### src/rtl/qtable_wb_ctrl.sv
// Q-table write-back controller.
// Write-back triples pass through a two-stage pending queue (S1, S2) so that they
// reach the RAM two cycles after they are accepted.
// Reads are served from the RAM. A read is served instead from an in-flight write
// when it targets one; the youngest matching write is used.
// Malformed one-hot actions are dropped and counted in a saturating counter.
module qtable_wb_ctrl #(
  parameter int SW = 6,
  parameter int AW = 4,
  parameter int DW = 16
) (
  input  logic            clk,
  input  logic            rst_n,
  input  logic            wr_valid,
  input  logic [SW-1:0]   wr_state,
  input  logic [AW-1:0]   wr_action,
  input  logic [DW-1:0]   wr_q,
  input  logic            rd_en,
  input  logic [SW-1:0]   rd_state,
  input  logic [AW-1:0]   rd_action,
  output logic [SW+1:0]   ram_raddr,
  input  logic [DW-1:0]   ram_rdata,
  output logic            ram_we,
  output logic [SW+1:0]   ram_waddr,
  output logic [DW-1:0]   ram_wdata,
  output logic            rd_valid,
  output logic [DW-1:0]   rd_q,
  output logic [7:0]      err_cnt
);

  localparam int RAW = SW + 2;

  // Converts a one-hot action into its 2-bit table column.
  // An invalid action is rejected elsewhere, so the value returned for it does not matter.
  function automatic logic [1:0] act_idx(input logic [AW-1:0] a);
    logic [1:0] idx;
    idx = 2'd0;
    for (int i = 0; i < AW; i++) begin
      if (a[i]) idx = i[1:0];
    end
    return idx;
  endfunction

  logic           s1_vld_q, s1_vld_d;
  logic [RAW-1:0] s1_addr_q, s1_addr_d;
  logic [DW-1:0]  s1_data_q, s1_data_d;
  logic           s2_vld_q, s2_vld_d;
  logic [RAW-1:0] s2_addr_q, s2_addr_d;
  logic [DW-1:0]  s2_data_q, s2_data_d;
  logic           rd_valid_q, rd_valid_d;
  logic           fwd_q, fwd_d;
  logic [DW-1:0]  fwd_data_q, fwd_data_d;
  logic [7:0]     err_cnt_q, err_cnt_d;

  logic           wr_ok, rd_ok, wr_acc;
  logic [RAW-1:0] wr_addr, rd_addr;
  logic [1:0]     err_inc;
  logic [8:0]     err_sum;

  // Decode the requests, advance the pending queue, pick the forward source
  // and update the error count.
  always_comb begin
    wr_ok      = $onehot(wr_action);
    rd_ok      = $onehot(rd_action);
    wr_addr    = {wr_state, act_idx(wr_action)};
    rd_addr    = {rd_state, act_idx(rd_action)};
    wr_acc     = wr_valid & wr_ok;

    s1_vld_d   = wr_acc;
    s1_addr_d  = wr_addr;
    s1_data_d  = wr_q;
    s2_vld_d   = s1_vld_q;
    s2_addr_d  = s1_addr_q;
    s2_data_d  = s1_data_q;

    // The youngest matching write wins.
    // S2 must still be checked: the RAM returns the old value while S2 is being written.
    // A malformed read is forced to forward zero.
    rd_valid_d = rd_en;
    fwd_d      = 1'b0;
    fwd_data_d = '0;
    if (rd_en) begin
      if (!rd_ok) begin
        fwd_d      = 1'b1;
        fwd_data_d = '0;
      end else if (wr_acc && (wr_addr == rd_addr)) begin
        fwd_d      = 1'b1;
        fwd_data_d = wr_q;
      end else if (s1_vld_q && (s1_addr_q == rd_addr)) begin
        fwd_d      = 1'b1;
        fwd_data_d = s1_data_q;
      end else if (s2_vld_q && (s2_addr_q == rd_addr)) begin
        fwd_d      = 1'b1;
        fwd_data_d = s2_data_q;
      end
    end

    err_inc    = {1'b0, wr_valid & ~wr_ok} + {1'b0, rd_en & ~rd_ok};
    err_sum    = {1'b0, err_cnt_q} + {7'd0, err_inc};
    err_cnt_d  = err_sum[8] ? 8'hFF : err_sum[7:0];
  end

  // Register the state. Reset discards any pending writes.
  always_ff @(posedge clk or negedge rst_n) begin
    if (!rst_n) begin
      s1_vld_q   <= 1'b0;
      s1_addr_q  <= '0;
      s1_data_q  <= '0;
      s2_vld_q   <= 1'b0;
      s2_addr_q  <= '0;
      s2_data_q  <= '0;
      rd_valid_q <= 1'b0;
      fwd_q      <= 1'b0;
      fwd_data_q <= '0;
      err_cnt_q  <= '0;
    end else begin
      s1_vld_q   <= s1_vld_d;
      s1_addr_q  <= s1_addr_d;
      s1_data_q  <= s1_data_d;
      s2_vld_q   <= s2_vld_d;
      s2_addr_q  <= s2_addr_d;
      s2_data_q  <= s2_data_d;
      rd_valid_q <= rd_valid_d;
      fwd_q      <= fwd_d;
      fwd_data_q <= fwd_data_d;
      err_cnt_q  <= err_cnt_d;
    end
  end

  assign ram_raddr = rd_addr;
  assign ram_we    = s2_vld_q;
  assign ram_waddr = s2_addr_q;
  assign ram_wdata = s2_data_q;
  assign rd_valid  = rd_valid_q;
  assign rd_q      = !rd_valid_q ? '0 : (fwd_q ? fwd_data_q : ram_rdata);
  assign err_cnt   = err_cnt_q;

endmodule

### config.mk
export PLATFORM = sky130hd
export DESIGN_NAME = qtable_wb_ctrl
export DESIGN_NICKNAME = d
export VERILOG_FILES = /design/src/rtl/qtable_wb_ctrl.sv
export SDC_FILE = /design/constraint.sdc
export NUM_CORES = 1
export LEC_CHECK = 0
export ABC_AREA = 1
export CORE_MARGIN = 3
export CORE_UTILIZATION = 25
export CTS_CLUSTER_DIAMETER = 60
export DETAILED_ROUTE_END_ITERATION = 10
export GPL_ROUTABILITY_DRIVEN = 0
export PLACE_DENSITY_LB_ADDON = 0.1
export SYNTH_ARGS = -nofsm -noshare
export SYNTH_HDL_FRONTEND = slang
export SYNTH_SLANG_ARGS = --single-unit
### constraint.sdc
create_clock -name clk -period 2.95 [get_ports clk]
set_input_delay 0.885 -clock clk [delete_from_list [all_inputs] [get_ports clk]]
set_output_delay 0.885 -clock clk [all_outputs]
set_load 0.005 [all_outputs]
After elaboration in Yosys (flattened, before gate mapping)
Cells that the tools add are included.
{"block": "totals", "output_inout_bits": 58, "register_bits": 76, "input_bits": 56, "word_cells": 50}
{"block": "op_classes", "n_bitwise": 5, "n_reduce_logical": 3, "n_addsub": 8, "muxes": 19, "n_eq_ne": 5}
{"cell": "$mux W16", "n": 7}
{"cell": "$eq A8 B8 Y1", "n": 3}
{"cell": "$add A1 B1 Y2", "n": 5}
{"cell": "$add A8 B2 Y9", "n": 1}
{"cell": "$mux W2", "n": 4}
{"cell": "$mux W8", "n": 1}
{"cell": "$mux W1", "n": 7}
{"cell": "$add A2 B2 Y3", "n": 2}
{"cell": "$eq A3 B1 Y1 const B", "n": 2}
{"cell": "$and A1 B1 Y1", "n": 3}
{"cell": "$logic_and A1 B1 Y1", "n": 3}
{"cell": "$not A1 Y1", "n": 2}

Depth between registers and ports, before layout
Gate-level depths: netlist (run 1).
{"block": "depth", "ltp_word": 10, "mapped_depth": 20, "ltp_nobuf": 20}

Least setup slack after synthesis (run 1)
OpenSTA, ideal clock, no wires.
{"block": "synth_path", "path_type": "input to register", "start": "input port wr_action[0]", "end": "register err_cnt_q[3] (netlist: err_cnt[3])", "setup_time_ns": 0.083, "required_ns": 2.867, "setup_slack_ns": -0.459, "arrival_ns": 3.327, "path_buffers": 0, "stages": 20, "cell_sequence": "inv_1 fa_1 inv_1 ha_1 ha_1 inv_1 nand3_1 nand2_1 fa_1 inv_1 nand2_1 inv_1 nand2_1 inv_1 nand2_1 nor2_1 nand2_1 nor2_1 nand2_1 o21ai_0"}
{"block": "synth_between", "elab_chain_len": 8}
{"item": "start: declaration", "line_no": "16", "rtl": "input logic [AW-1:0] wr_action,"}
{"item": "$add A1 B1 Y2 (implied by the code)", "line_no": "63", "rtl": "wr_ok = $onehot(wr_action);"}
{"item": "$add A2 B2 Y3 (implied by the code)", "line_no": "63"}
{"item": "$eq A3 B1 Y1", "line_no": "63"}
{"item": "$not A1 Y1", "line_no": "98", "rtl": "err_inc = {1'b0, wr_valid & ~wr_ok} + {1'b0, rd_en & ~rd_ok};"}
{"item": "$and A1 B1 Y1", "line_no": "98"}
{"item": "$add A1 B1 Y2", "line_no": "98"}
{"item": "$add A8 B2 Y9", "line_no": "99", "rtl": "err_sum = {1'b0, err_cnt_q} + {7'd0, err_inc};"}
{"item": "$mux W8", "line_no": "100", "rtl": "err_cnt_d = err_sum[8] ? 8'hFF : err_sum[7:0];"}
{"item": "named net err_cnt_d[3]", "line_no": "53", "rtl": "logic [7:0] err_cnt_q, err_cnt_d;"}
{"item": "end signal: assignment", "line_no": "126", "rtl": "err_cnt_q <= err_cnt_d;"}
{"item": "end: declaration", "line_no": "53"}
The timed path passes the listed nets, and every way through them passes these cells.

Final worst setup path (run 1)
{"block": "layout_path", "start": "input port rd_action[1]", "end": "register err_cnt_q[6] (netlist: err_cnt[6])"}
{"block": "layout_between", "elab_chain_len": 8}
{"item": "start: declaration", "line_no": "20", "rtl": "input logic [AW-1:0] rd_action,"}
{"item": "$add A1 B1 Y2 (implied by the code)", "line_no": "64", "rtl": "rd_ok = $onehot(rd_action);"}
{"item": "$add A2 B2 Y3 (implied by the code)", "line_no": "64"}
{"item": "$eq A3 B1 Y1", "line_no": "64"}
{"item": "$not A1 Y1", "line_no": "98"}
{"item": "$and A1 B1 Y1", "line_no": "98"}
{"item": "$add A1 B1 Y2", "line_no": "98"}
{"item": "$add A8 B2 Y9", "line_no": "99"}
{"item": "$mux W8", "line_no": "100"}
{"item": "named net err_cnt_d[6]", "line_no": "53"}
The timed path passes the listed nets, and every way through them passes these cells.

==> results.md, run 1 <==
## Setup path
• **arrival time at the worst endpoint** 3.39 ns
• **critical path startpoint category** input port
• **type of the setup path with the least slack** input port to flop
• **Worst Setup End Kind** flop
• **length in cells of the worst reg-to-reg path** 13
• **largest fanout of any net on the critical path** 7
• **required time at the endpoint of the critical path** 3.21 ns

## Placement
• **dpl ws** -1.15 ns
• **dpl hpwl** 7820 µm
• **count of port buffers added during placement** 113

## Global routing
• **met3 routing resource usage after global routing** 0.0282
• **number of global-route vias before repair** 3386
• **largest net degree at the start of global routing** 49
• **Top Usage Layer GRT** met2
• **Total Routing Usage GR** 0.130
• **remaining global-route overflow** 0
• **met2 Use GR** 0.203
• **global-route wire length before repair** 17000 µm
• **initial antenna violation count** 0
• **met1 routing resource usage after global routing** 0.181

## Job
• **Max-Cap Viols** 0

## Timing
• **final setup margin** -0.182 ns
• **slew of the pin with the lowest slew margin** 0.437 ns
• **setup repair after global routing missed its margin** yes
• **WHS** 0.376 ns
• **Finish-stage setup viols** 8
• **part of the cycle the worst path needs** 1.06
• **max-slew violation total from the final report** 0
• **worst rel slew slack** 0.708
• **clock period minus worst slack** 3.13 ns
• **TNS Setup** -1.22 ns
• **final number of hold-violating endpoints** 0
• **maximum clock frequency** 319 MHz
• **worst clock skew on the final layout** 0.00726 ns

## Drt
• **number of nets still failing antenna checks after routing** 0
• **total routed wirelength** 10400 µm
• **post-detailed-route wirelength per cell** 12.9 µm
• **Iteration-0 DRC Markers** 94
• **drt drc** 0
• **average vias per placed instance** 4.09
• **TritonRoute pass-1 iters** 4
• **number of vias in the routed layout** 3302

## Floorplanning
• **effective utilization at floorplan** 0.257
• **floorplan die height** 128 µm
• **total die area** 0.0165 mm²
• **I/O pin count** 114
• **Die Width** 128 µm
• **number of placement rows** 44
• **area of the core** 0.0146 mm²

## Worst hold path
• **hold path depth** 0
• **Hold Crit Class** flop to flop

## Run status
• **outcome** complete, but fails checks
• **failing checks** negative setup slack

## Logic synthesis
• **largest area contributor in the netlist** dfrtp_1
• **count of warnings emitted by yosys** 0
• **post-synth top area share** 0.507
• **fraction of the yosys area taken by sequential cells** 0.507
• **most area-consuming cells after synthesis** dfrtp_1 (51%), nand2_1 (9.0%), nor2_1 (9.0%)
• **average size of a mapped cell** 8.08 µm²
• **top_reg_cell synth** dfrtp_1
• **flip-flop and latch count after synthesis** 76
• **number of flops mapped to enable cells by yosys** 0
• **post-synthesis instance total** 464
• **number of unique standard cell types used by synthesis** 27
• **mapped cell area** 0.00375 mm²
• **fraction of synthesis flops using an asynchronous set or reset pin** 1.00
• **Post-Synthesis Net Count** 527

## Clock network
• **register clock-pin slew on the reported worst setup and hold paths** 0.06 ns
• **number of sinks driven by the clock tree** 76
• **TritonCTS clock tree** built
• **number of clock buffers inserted by TritonCTS** 9
• **cts-stage hold buffer count** 0
• **CTS HTree Levels** 3
• **buffer type at the clock tree root** clkbuf_16
• **Max Buffers Root-to-Sink** 2
• **later-pin clock latency in the skew report** 0.33 ns

## Cells and area
• **fraction of layout cells with a size suffix above 1** 0.292
• **layout net count** 682
• **commonest non-fill, non-tap cell in the layout** clkdlybuf4s50_1
• **final core utilization** 0.421
• **leading cell types in the layout, fill and taps excluded** clkdlybuf4s50_1 (89), dfrtp_1 (76), nand2_1 (75)
• **n_diodes** 0
• **Area Growth Syn to Fin** 63.8%

## Power
• **worst ir drop on vdd** 0.238 mV
• **power density over the cells** 502 mW/mm²
• **PnR Total Power** 0.00308 W
• **P_leak** 3.09 nW

==> metrics by stage <==
step | area (µm²) | cells
global route | 6140 | 807
global placement | 5370 | 783
floorplan | 3800 | 464
finish | 6140 | 807
detailed placement | 5370 | 783
CTS | 5770 | 803
==> worst paths after layout <==
path / from / end / slack, ns
worst max-delay path: rd_action[1] / err_cnt[6]$_DFF_PN0_ / -0.18
min in group asynchronous: rst_n / s1_data_q[2]$_DFF_PN0_ / 0.49
worst max register to register: err_cnt[0]$_DFF_PN0_ / err_cnt[6]$_DFF_PN0_ / 1.23
max in group asynchronous: rst_n / s1_addr_q[1]$_DFF_PN0_ / 1.87
worst min register to register: s1_data_q[13]$_DFF_PN0_ / ram_wdata[13]$_DFF_PN0_ / 0.38
worst min-delay path: s1_data_q[13]$_DFF_PN0_ / ram_wdata[13]$_DFF_PN0_ / 0.38
==> cells by family after synthesis <==
family / synth area share
buf+inv: 0.0991
xor+xnor: 0.00467
fa+ha+maj: 0.0294
simple gates: 0.307
flops: 0.507
compound gates: 0.0527
==> synth_stat cells, types with 3 or more instances <==
| cell type | number |
|---|---|
| a21oi_1 | 10 |
| buf_4 | 6 |
| clkbuf_1 | 4 |
| dfrtp_1 | 76 |
| fa_1 | 3 |
| ha_1 | 4 |
| inv_1 | 75 |
| inv_2 | 5 |
| nand2_1 | 90 |
| nand2_2 | 9 |
| nand3_1 | 21 |
| nand4_1 | 7 |
| nor2_1 | 90 |
| nor2_2 | 19 |
| nor2_4 | 5 |
| o21ai_0 | 26 |
==> power breakdown <==
part / switching, W / internal, W / total [W]
sequential: 0.0000821 / 0.00114 / 0.00122
clock: 0.000428 / 0.000660 / 0.00109
combinational: 0.000349 / 0.000425 / 0.000774
==> critical path, stage by stage <==
cell and delay, ns:
buf_8 0.09, inv_8 0.03, fa_1 0.52, inv_1 0.04, ha_2 0.19, ha_4 0.26
nor3b_2 0.03, inv_1 0.07, nand2_2 0.07, fa_2 0.36, inv_2 0.06, nand2_2 0.04
inv_2 0.05, nand2_2 0.04, inv_2 0.07, nand2_4 0.05, nor2_4 0.09, nand2_2 0.08
nor2_4 0.15, nand2_4 0.10, o21ai_1 0.09
==> layer usage <==
metal	up-vias	share of wire
li1	1713	-
met1	1497	0.47
met2	84	0.47
met3	8	0.049
met4	0	0.010
met5	-	0
==> final cells by class <==
| class | count | area, µm² |
|---|---|---|
| Sequential cell | 76 | 1900 |
| Clock inverter | 2 | 16.3 |
| Timing Repair Buffer | 154 | 1560 |
| Clock buffer | 13 | 280 |
| Fill cell | 1488 | 8450 |
| Inverter | 80 | 318 |
| Multi-Input combinational cell | 298 | 1840 |
| Tap cell | 184 | 230 |
==> state kept, by name (all words and copies together) (netlist names) <==
register / cells
rd_valid: 1
fwd_data_q: 16
s1_vld_q: 1
ram_waddr: 8
err_cnt: 8
s1_addr_q: 8
fwd_q: 1
ram_we: 1
ram_wdata: 16
s1_data_q: 16
==> what timing repair did <==
item,CTS,global route
endpoints found under the setup margin,27,40
buffers inserted,5,5
cloned,0,1
pin swaps,10,45
resized for setup,53,88
Note: power is estimated with default switching activity, not from simulation.
==> inputs of run 2 (changes only) <==
- CORE_ASPECT_RATIO: unset -> 1.5
- SETUP_SLACK_MARGIN: unset -> 0.05
==> run 2 against run 1 <==
The flow still finishes with violations (negative setup slack). Worst hold slack worse by 0.00080 ns. Final area is 3.0% lower. Combinational power is 0.9% lower.
==> results.md, run 2 (synthesis gave the netlist of run 1 again) <==
## Drt
• **average vias per placed instance** 4.09
• **number of nets still failing antenna checks after routing** 0
• **drt drc** 0
• **post-detailed-route wirelength per cell** 12.8 µm
• **Iteration-0 DRC Markers** 54
• **total routed wirelength** 10500 µm
• **TritonRoute pass-1 iters** 4
• **number of vias in the routed layout** 3363

## Cells and area
• **Area Growth Syn to Fin** 58.9%
• **Filler cells** 1510
• **commonest non-fill, non-tap cell in the layout** clkdlybuf4s50_1
• **final std cell area, no fill** 0.00596 mm²
• **layout net count** 684
• **leading cell types in the layout, fill and taps excluded** clkdlybuf4s50_1 (88), nor2_1 (82), nand2_1 (82)
• **fraction of layout cells with a size suffix above 1** 0.241
• **final core utilization** 0.408
• **n_diodes** 0

## Timing
• **part of the cycle the worst path needs** 1.05
• **clock period minus worst slack** 3.09 ns
• **worst clock skew on the final layout** 0.00756 ns
• **slew of the pin with the lowest slew margin** 0.452 ns
• **max-slew violation total from the final report** 0
• **setup repair after global routing missed its margin** yes
• **final setup margin** -0.141 ns
• **worst rel slew slack** 0.698
• **Finish-stage setup viols** 8
• **final number of hold-violating endpoints** 0
• **maximum clock frequency** 324 MHz

## Global routing
• **largest net degree at the start of global routing** 48
• **remaining global-route overflow** 0
• **initial antenna violation count** 0
• **Total Routing Usage GR** 0.128
• **number of global-route vias before repair** 3474
• **global-route wire length before repair** 16900 µm

## Setup path
• **Worst Setup End Kind** flop
• **cell chain of the critical path** buf_8 -> inv_4 -> fa_1 -> inv_1 -> ha_2 -> ha_4 -> nor3b_2 -> inv_1 -> nand2_1 -> fa_2 -> inv_2 -> nand2_2 -> inv_2 -> nand2_2 -> inv_2 -> nand2_4 -> nor2_4 -> nand2_2 -> nor2_4 -> nand2_4 -> o21ai_1
• **critical path startpoint category** input port
• **arrival time at the worst endpoint** 3.35 ns
• **buffering stage count on the worst path with inverters included** 7
• **library cell contributing the largest single delay on the critical path** fa_1
• **largest delay contributor family on the critical path** adder cells
• **internal reg-to-reg setup slack** 1.22 ns
• **type of the setup path with the least slack** input port to flop
• **largest fanout of any net on the critical path** 7
• **required time at the endpoint of the critical path** 3.21 ns
• **highest cell delay on the worst timing path** 0.52 ns

## Floorplanning
• **floorplan die height** 156 µm
• **I/O pin count** 114
• **total die area** 0.0165 mm²
• **area of the core** 0.0146 mm²
• **number of placement rows** 54
• **effective utilization at floorplan** 0.257
• **Die Width** 106 µm

## Clock network
• **cts-stage hold buffer count** 0
• **Max Buffers Root-to-Sink** 2
• **buffer type at the clock tree root** clkbuf_16
• **later-pin clock latency in the skew report** 0.33 ns
• **number of clock buffers inserted by TritonCTS** 9
• **number of sinks driven by the clock tree** 76
• **CTS HTree Levels** 3
• **TritonCTS clock tree** built
• **register clock-pin slew on the reported worst setup and hold paths** 0.06 ns

## Power
• **worst ir drop on vdd** 0.293 mV
• **power density over the cells** 526 mW/mm²
• **P_leak** 2.97 nW

## Placement
• **Post-DP Area** 0.00539 mm²
• **dpl ws** -1.18 ns
• **dpl hpwl** 8040 µm
• **count of port buffers added during placement** 113

## Worst hold path
• **Hold Crit Class** flop to flop

## Run status
• **outcome** complete, but fails checks
• **failing checks** negative setup slack

## Job
• **Max-Cap Viols** 0

run 2: cell types whose count changed in the layout (fill, tap and decap cells not counted), sizes merged:
cell	before	now
buf	48	49
dlymetal6s2s	16	2
clkinv	0	3
dlygate4sd2	1	16
clkdlybuf4s50	89	88
clkbuf	13	11
bufinv	0	1
run 2: cell type report:
class,count,area (µm²),share of cell area
sequential,76,1900,0.319
multi-input combinational,298,1670,0.280
timing repair buffer,156,1510,0.253
inverter,80,320,0.0538
tap,196,245,0.0412
clock buffer,10,239,0.0401
clock inverter,6,72.6,0.0122
run 2: power by group:
| group | internal, W | switching [W] | leakage (nW) |
|---|---|---|---|
| Sequential | 0.00114 | 0.0000823 | 0.923 |
| Combinational | 0.000425 | 0.000342 | 1.89 |
| Clock | 0.000686 | 0.000460 | 0.149 |
| Total | 0.00225 | 0.000885 | 2.97 |
run 2: stage by stage:
stage               total power (W)  std cells  hold slack [ns]  TNS, ns
floorplan                   0.00150        464            0.354    -3.04
global placement            0.00193        795            0.357   -21.02
detailed placement          0.00194        795            0.364   -21.90
CTS                         0.00316        818            0.379   -0.628
global route                0.00332        822            0.387    -2.34
finish                      0.00313        822            0.376   -0.947
run 2: worst register-to-register path: stages, from the launching register on:
cell and delay (ns):
dfrtp_1 0.36, inv_1 0.07, fa_2 0.38, inv_2 0.07
nand2_2 0.04, inv_2 0.06, nand2_2 0.05, inv_2 0.07
nand2_4 0.06, nor2_4 0.10, nand2_2 0.08, nor2_4 0.13
nand2_4 0.10, o21ai_1 0.09
run 2: path summary, 6_finish.rpt:
kind                                         from                 endpoint  cells past startpoint
setup / recovery                     rd_action[0]     err_cnt[1]$_DFF_PN0_                     21
hold / removal             s1_data_q[2]$_DFF_PN0_   ram_wdata[2]$_DFF_PN0_                      0
setup reg to reg             err_cnt[0]$_DFF_PN0_     err_cnt[1]$_DFF_PN0_                     13
hold reg to reg            s1_data_q[2]$_DFF_PN0_   ram_wdata[2]$_DFF_PN0_                      0
max in group asynchronous                   rst_n  fwd_data_q[1]$_DFF_PN0_                      2
min in group asynchronous                   rst_n   s1_addr_q[4]$_DFF_PN0_                      1
run 2: timing repair:
item,CTS,global route
buffers inserted,8,2
gates resized for setup,60,34
pin swaps,16,14
gates cloned,0,2
setup endpoints to repair,41,25
run 2: layer usage:
metal | global-route usage | wire length (µm)
met1 | 0.138 | 4090
met2 | 0.243 | 5780
met3 | 0.0315 | 523
met4 | 0.0420 | 125
met5 | 0 | 0
==> inputs of run 3 (changes only) <==
- ABC_AREA: 1 -> unset
- CELL_PAD_IN_SITES_DETAIL_PLACEMENT: unset -> 1
- CELL_PAD_IN_SITES_GLOBAL_PLACEMENT: unset -> 1
==> run 3 against run 2 <==
The flow still finishes with violations (negative setup slack). Final area is 4.0% lower. Flip-flop and latch count stayed put. First-iteration DRC count is 17% lower. Routed wire length is 4.9% higher. Power is 5.8% lower. Synthesized cell count is 37% lower. Sequential power hardly changed. Largest power group unchanged. Combinational power is 7.7% lower.
==> results.md, run 3 <==
## Setup path
• **most used cell along the critical path** buf_4
• **arrival time at the worst endpoint** 3.33 ns
• **critical path startpoint category** input port
• **required time at the endpoint of the critical path** 3.15 ns
• **largest fanout of any net on the critical path** 2
• **highest cell delay on the worst timing path** 0.55 ns
• **Worst Setup End Kind** flop
• **type of the setup path with the least slack** input port to flop
• **library cell contributing the largest single delay on the critical path** fa_1
• **cell chain of the critical path** buf_8 -> inv_4 -> fa_1 -> inv_2 -> ha_4 -> ha_4 -> nor2_4 -> nand2_2 -> buf_4 -> buf_4 -> buf_4 -> buf_4 -> buf_4 -> buf_4 -> buf_4 -> o41a_1

## Clock network
• **buffer type at the clock tree root** clkbuf_16
• **cts-stage hold buffer count** 0
• **number of clock buffers inserted by TritonCTS** 9
• **CTS HTree Levels** 3
• **Max Buffers Root-to-Sink** 2
• **register clock-pin slew on the reported worst setup and hold paths** 0.06 ns
• **number of sinks driven by the clock tree** 76
• **TritonCTS clock tree** built
• **later-pin clock latency in the skew report** 0.33 ns

## Drt
• **average vias per placed instance** 4.64
• **number of nets still failing antenna checks after routing** 0
• **total routed wirelength** 11000 µm
• **Iteration-0 DRC Markers** 45
• **number of vias in the routed layout** 2834
• **drt drc** 0
• **TritonRoute pass-1 iters** 4
• **post-detailed-route wirelength per cell** 18.0 µm

## Placement
• **count of port buffers added during placement** 113
• **Post-DP Area** 0.00501 mm²
• **dpl hpwl** 7520 µm

## Logic synthesis
• **top cell types by occurrence after synthesis** dfrtp_1 (76), nor2_1 (19), xnor2_1 (18)
• **mapped cell area** 0.00347 mm²
• **flip-flop and latch count after synthesis** 76
• **average size of a mapped cell** 11.8 µm²
• **largest area contributor in the netlist** dfrtp_1
• **most area-consuming cells after synthesis** dfrtp_1 (55%), mux2i_1 (4.6%), xnor2_1 (4.5%)
• **post-synthesis instance total** 293
• **post-synth top area share** 0.549
• **most common cell in the netlist** dfrtp_1
• **fraction of synthesis flops using an asynchronous set or reset pin** 1.00
• **Post-Synthesis Net Count** 356
• **number of flops mapped to enable cells by yosys** 0
• **count of warnings emitted by yosys** 0
• **fraction of the yosys area taken by sequential cells** 0.549
• **top_reg_cell synth** dfrtp_1
• **number of unique standard cell types used by synthesis** 44

## Global routing
• **initial antenna violation count** 0
• **global-route wire length before repair** 17300 µm
• **largest net degree at the start of global routing** 45
• **Total Routing Usage GR** 0.151
• **remaining global-route overflow** 0
• **number of global-route vias before repair** 3212

## Run status
• **outcome** complete, but fails checks
• **failing checks** negative setup slack

## Job
• **Max-Cap Viols** 0

## Power
• **internal power component** 0.00217 W
• **switching part of the total** 0.265
• **worst ir drop on vdd** 0.312 mV
• **fraction of power consumed by the clock network** 0.344
• **power density over the cells** 516 mW/mm²
• **share of power burned in combinational logic** 0.240
• **part of the power in registers** 0.416
• **P_leak** 2.40 nW
• **Psw** 0.000784 W

## Cells and area
• **n_diodes** 0
• **fraction of layout cells with a size suffix above 1** 0.294
• **commonest non-fill, non-tap cell in the layout** clkdlybuf4s50_1
• **layout net count** 508
• **leading cell types in the layout, fill and taps excluded** clkdlybuf4s50_1 (83), dfrtp_1 (76), buf_4 (41)
• **Area Growth Syn to Fin** 64.9%
• **final std cell area, no fill** 0.00572 mm²

## Floorplanning
• **Die Width** 102 µm
• **effective utilization at floorplan** 0.256
• **total die area** 0.0153 mm²
• **I/O pin count** 114
• **number of placement rows** 52
• **area of the core** 0.0135 mm²
• **floorplan die height** 150 µm

## Timing
• **part of the cycle the worst path needs** 1.06
• **Finish-stage setup viols** 25
• **worst clock skew on the final layout** 0.00778 ns
• **final setup margin** -0.177 ns
• **worst rel slew slack** 0.601
• **setup repair after global routing missed its margin** yes
• **max-slew violation total from the final report** 0
• **maximum clock frequency** 320 MHz
• **WHS** 0.369 ns
• **slew of the pin with the lowest slew margin** 0.598 ns
• **clock period minus worst slack** 3.13 ns
• **final number of hold-violating endpoints** 0
• **TNS Setup** -1.53 ns

## Worst hold path
• **Hold Crit Class** flop to flop

==> run 3: final cells by class <==
cell class	count	area [µm²]
Fill cell	1491	7820
Sequential cell	76	1900
Multi-Input combinational cell	182	1670
Timing Repair Buffer	162	1610
Clock buffer	13	260
Tap cell	162	203
Inverter	14	65.1
Clock inverter	2	10.0
==> run 3: worst paths after layout <==
kind	cells after the start	to	slack [ns]	startpoint
setup / recovery	16	fwd_q$_DFF_PN0_	-0.18	rd_action[0]
hold / removal	0	ram_wdata[3]$_DFF_PN0_	0.37	s1_data_q[3]$_DFF_PN0_
setup reg to reg	6	fwd_data_q[2]$_DFF_PN0_	1.05	ram_waddr[6]$_DFF_PN0_
hold reg to reg	0	ram_wdata[3]$_DFF_PN0_	0.37	s1_data_q[3]$_DFF_PN0_
max in group asynchronous	2	fwd_data_q[14]$_DFF_PN0_	1.79	rst_n
min in group asynchronous	1	err_cnt[6]$_DFF_PN0_	0.56	rst_n
==> run 3: metal layers <==
metal,up-vias,global-route usage,wire length [µm]
met5,-,0,0
met4,0,0.0394,125
met3,7,0.0352,476
met2,73,0.273,6020
met1,1417,0.175,4400
li1,1337,-,-
==> run 3: repair_timing <==
item	in CTS	in global routing
pin swaps	20	15
setup buffers	11	3
gates resized for setup	100	18
gates cloned	3	0
endpoints found under the setup margin	45	29
==> run 3: power by group through the flow <==
stage                     clock (W)  sequential (W)  combinational (W)
after global placement            0         0.00124           0.000637
after CTS                   0.00105         0.00123           0.000700
after detailed placement          0         0.00124           0.000645
final                       0.00102         0.00123           0.000708
after global routing        0.00110         0.00125           0.000779
after floorplan                   0         0.00123           0.000242
==> run 3: logic make-up (layout without fill, tap and decap cells) <==
group,count (synthesis),count (layout),synth area share
fa+ha+maj,7,7,0.0318
flops,76,76,0.549
compound gates,46,46,0.113
mux,16,16,0.0462
simple gates,88,88,0.140
xor+xnor,25,25,0.0632
buf+inv,35,191,0.0567
==> run 3: critical path, delay by kind of cell <==
kind / cells / cell delay (ns)
buffers and inverters: 10 / 0.99
AOI/OAI and AO/OA: 1 / 0.35
adders and majority gates: 3 / 0.94
and+or+nand+nor: 2 / 0.15
==> run 3: per-stage QoR <==
stage           util  worst slack (ns)  power [W]  instances
2_1_floorplan      -            -0.470    0.00147        293
3_3_place_gp   0.370             -1.03    0.00188        579
3_5_place_dp   0.370             -1.08    0.00189        579
4_1_cts        0.415            -0.155    0.00298        608
5_1_grt        0.422            -0.258    0.00312        611
6_report       0.422            -0.177    0.00295        611
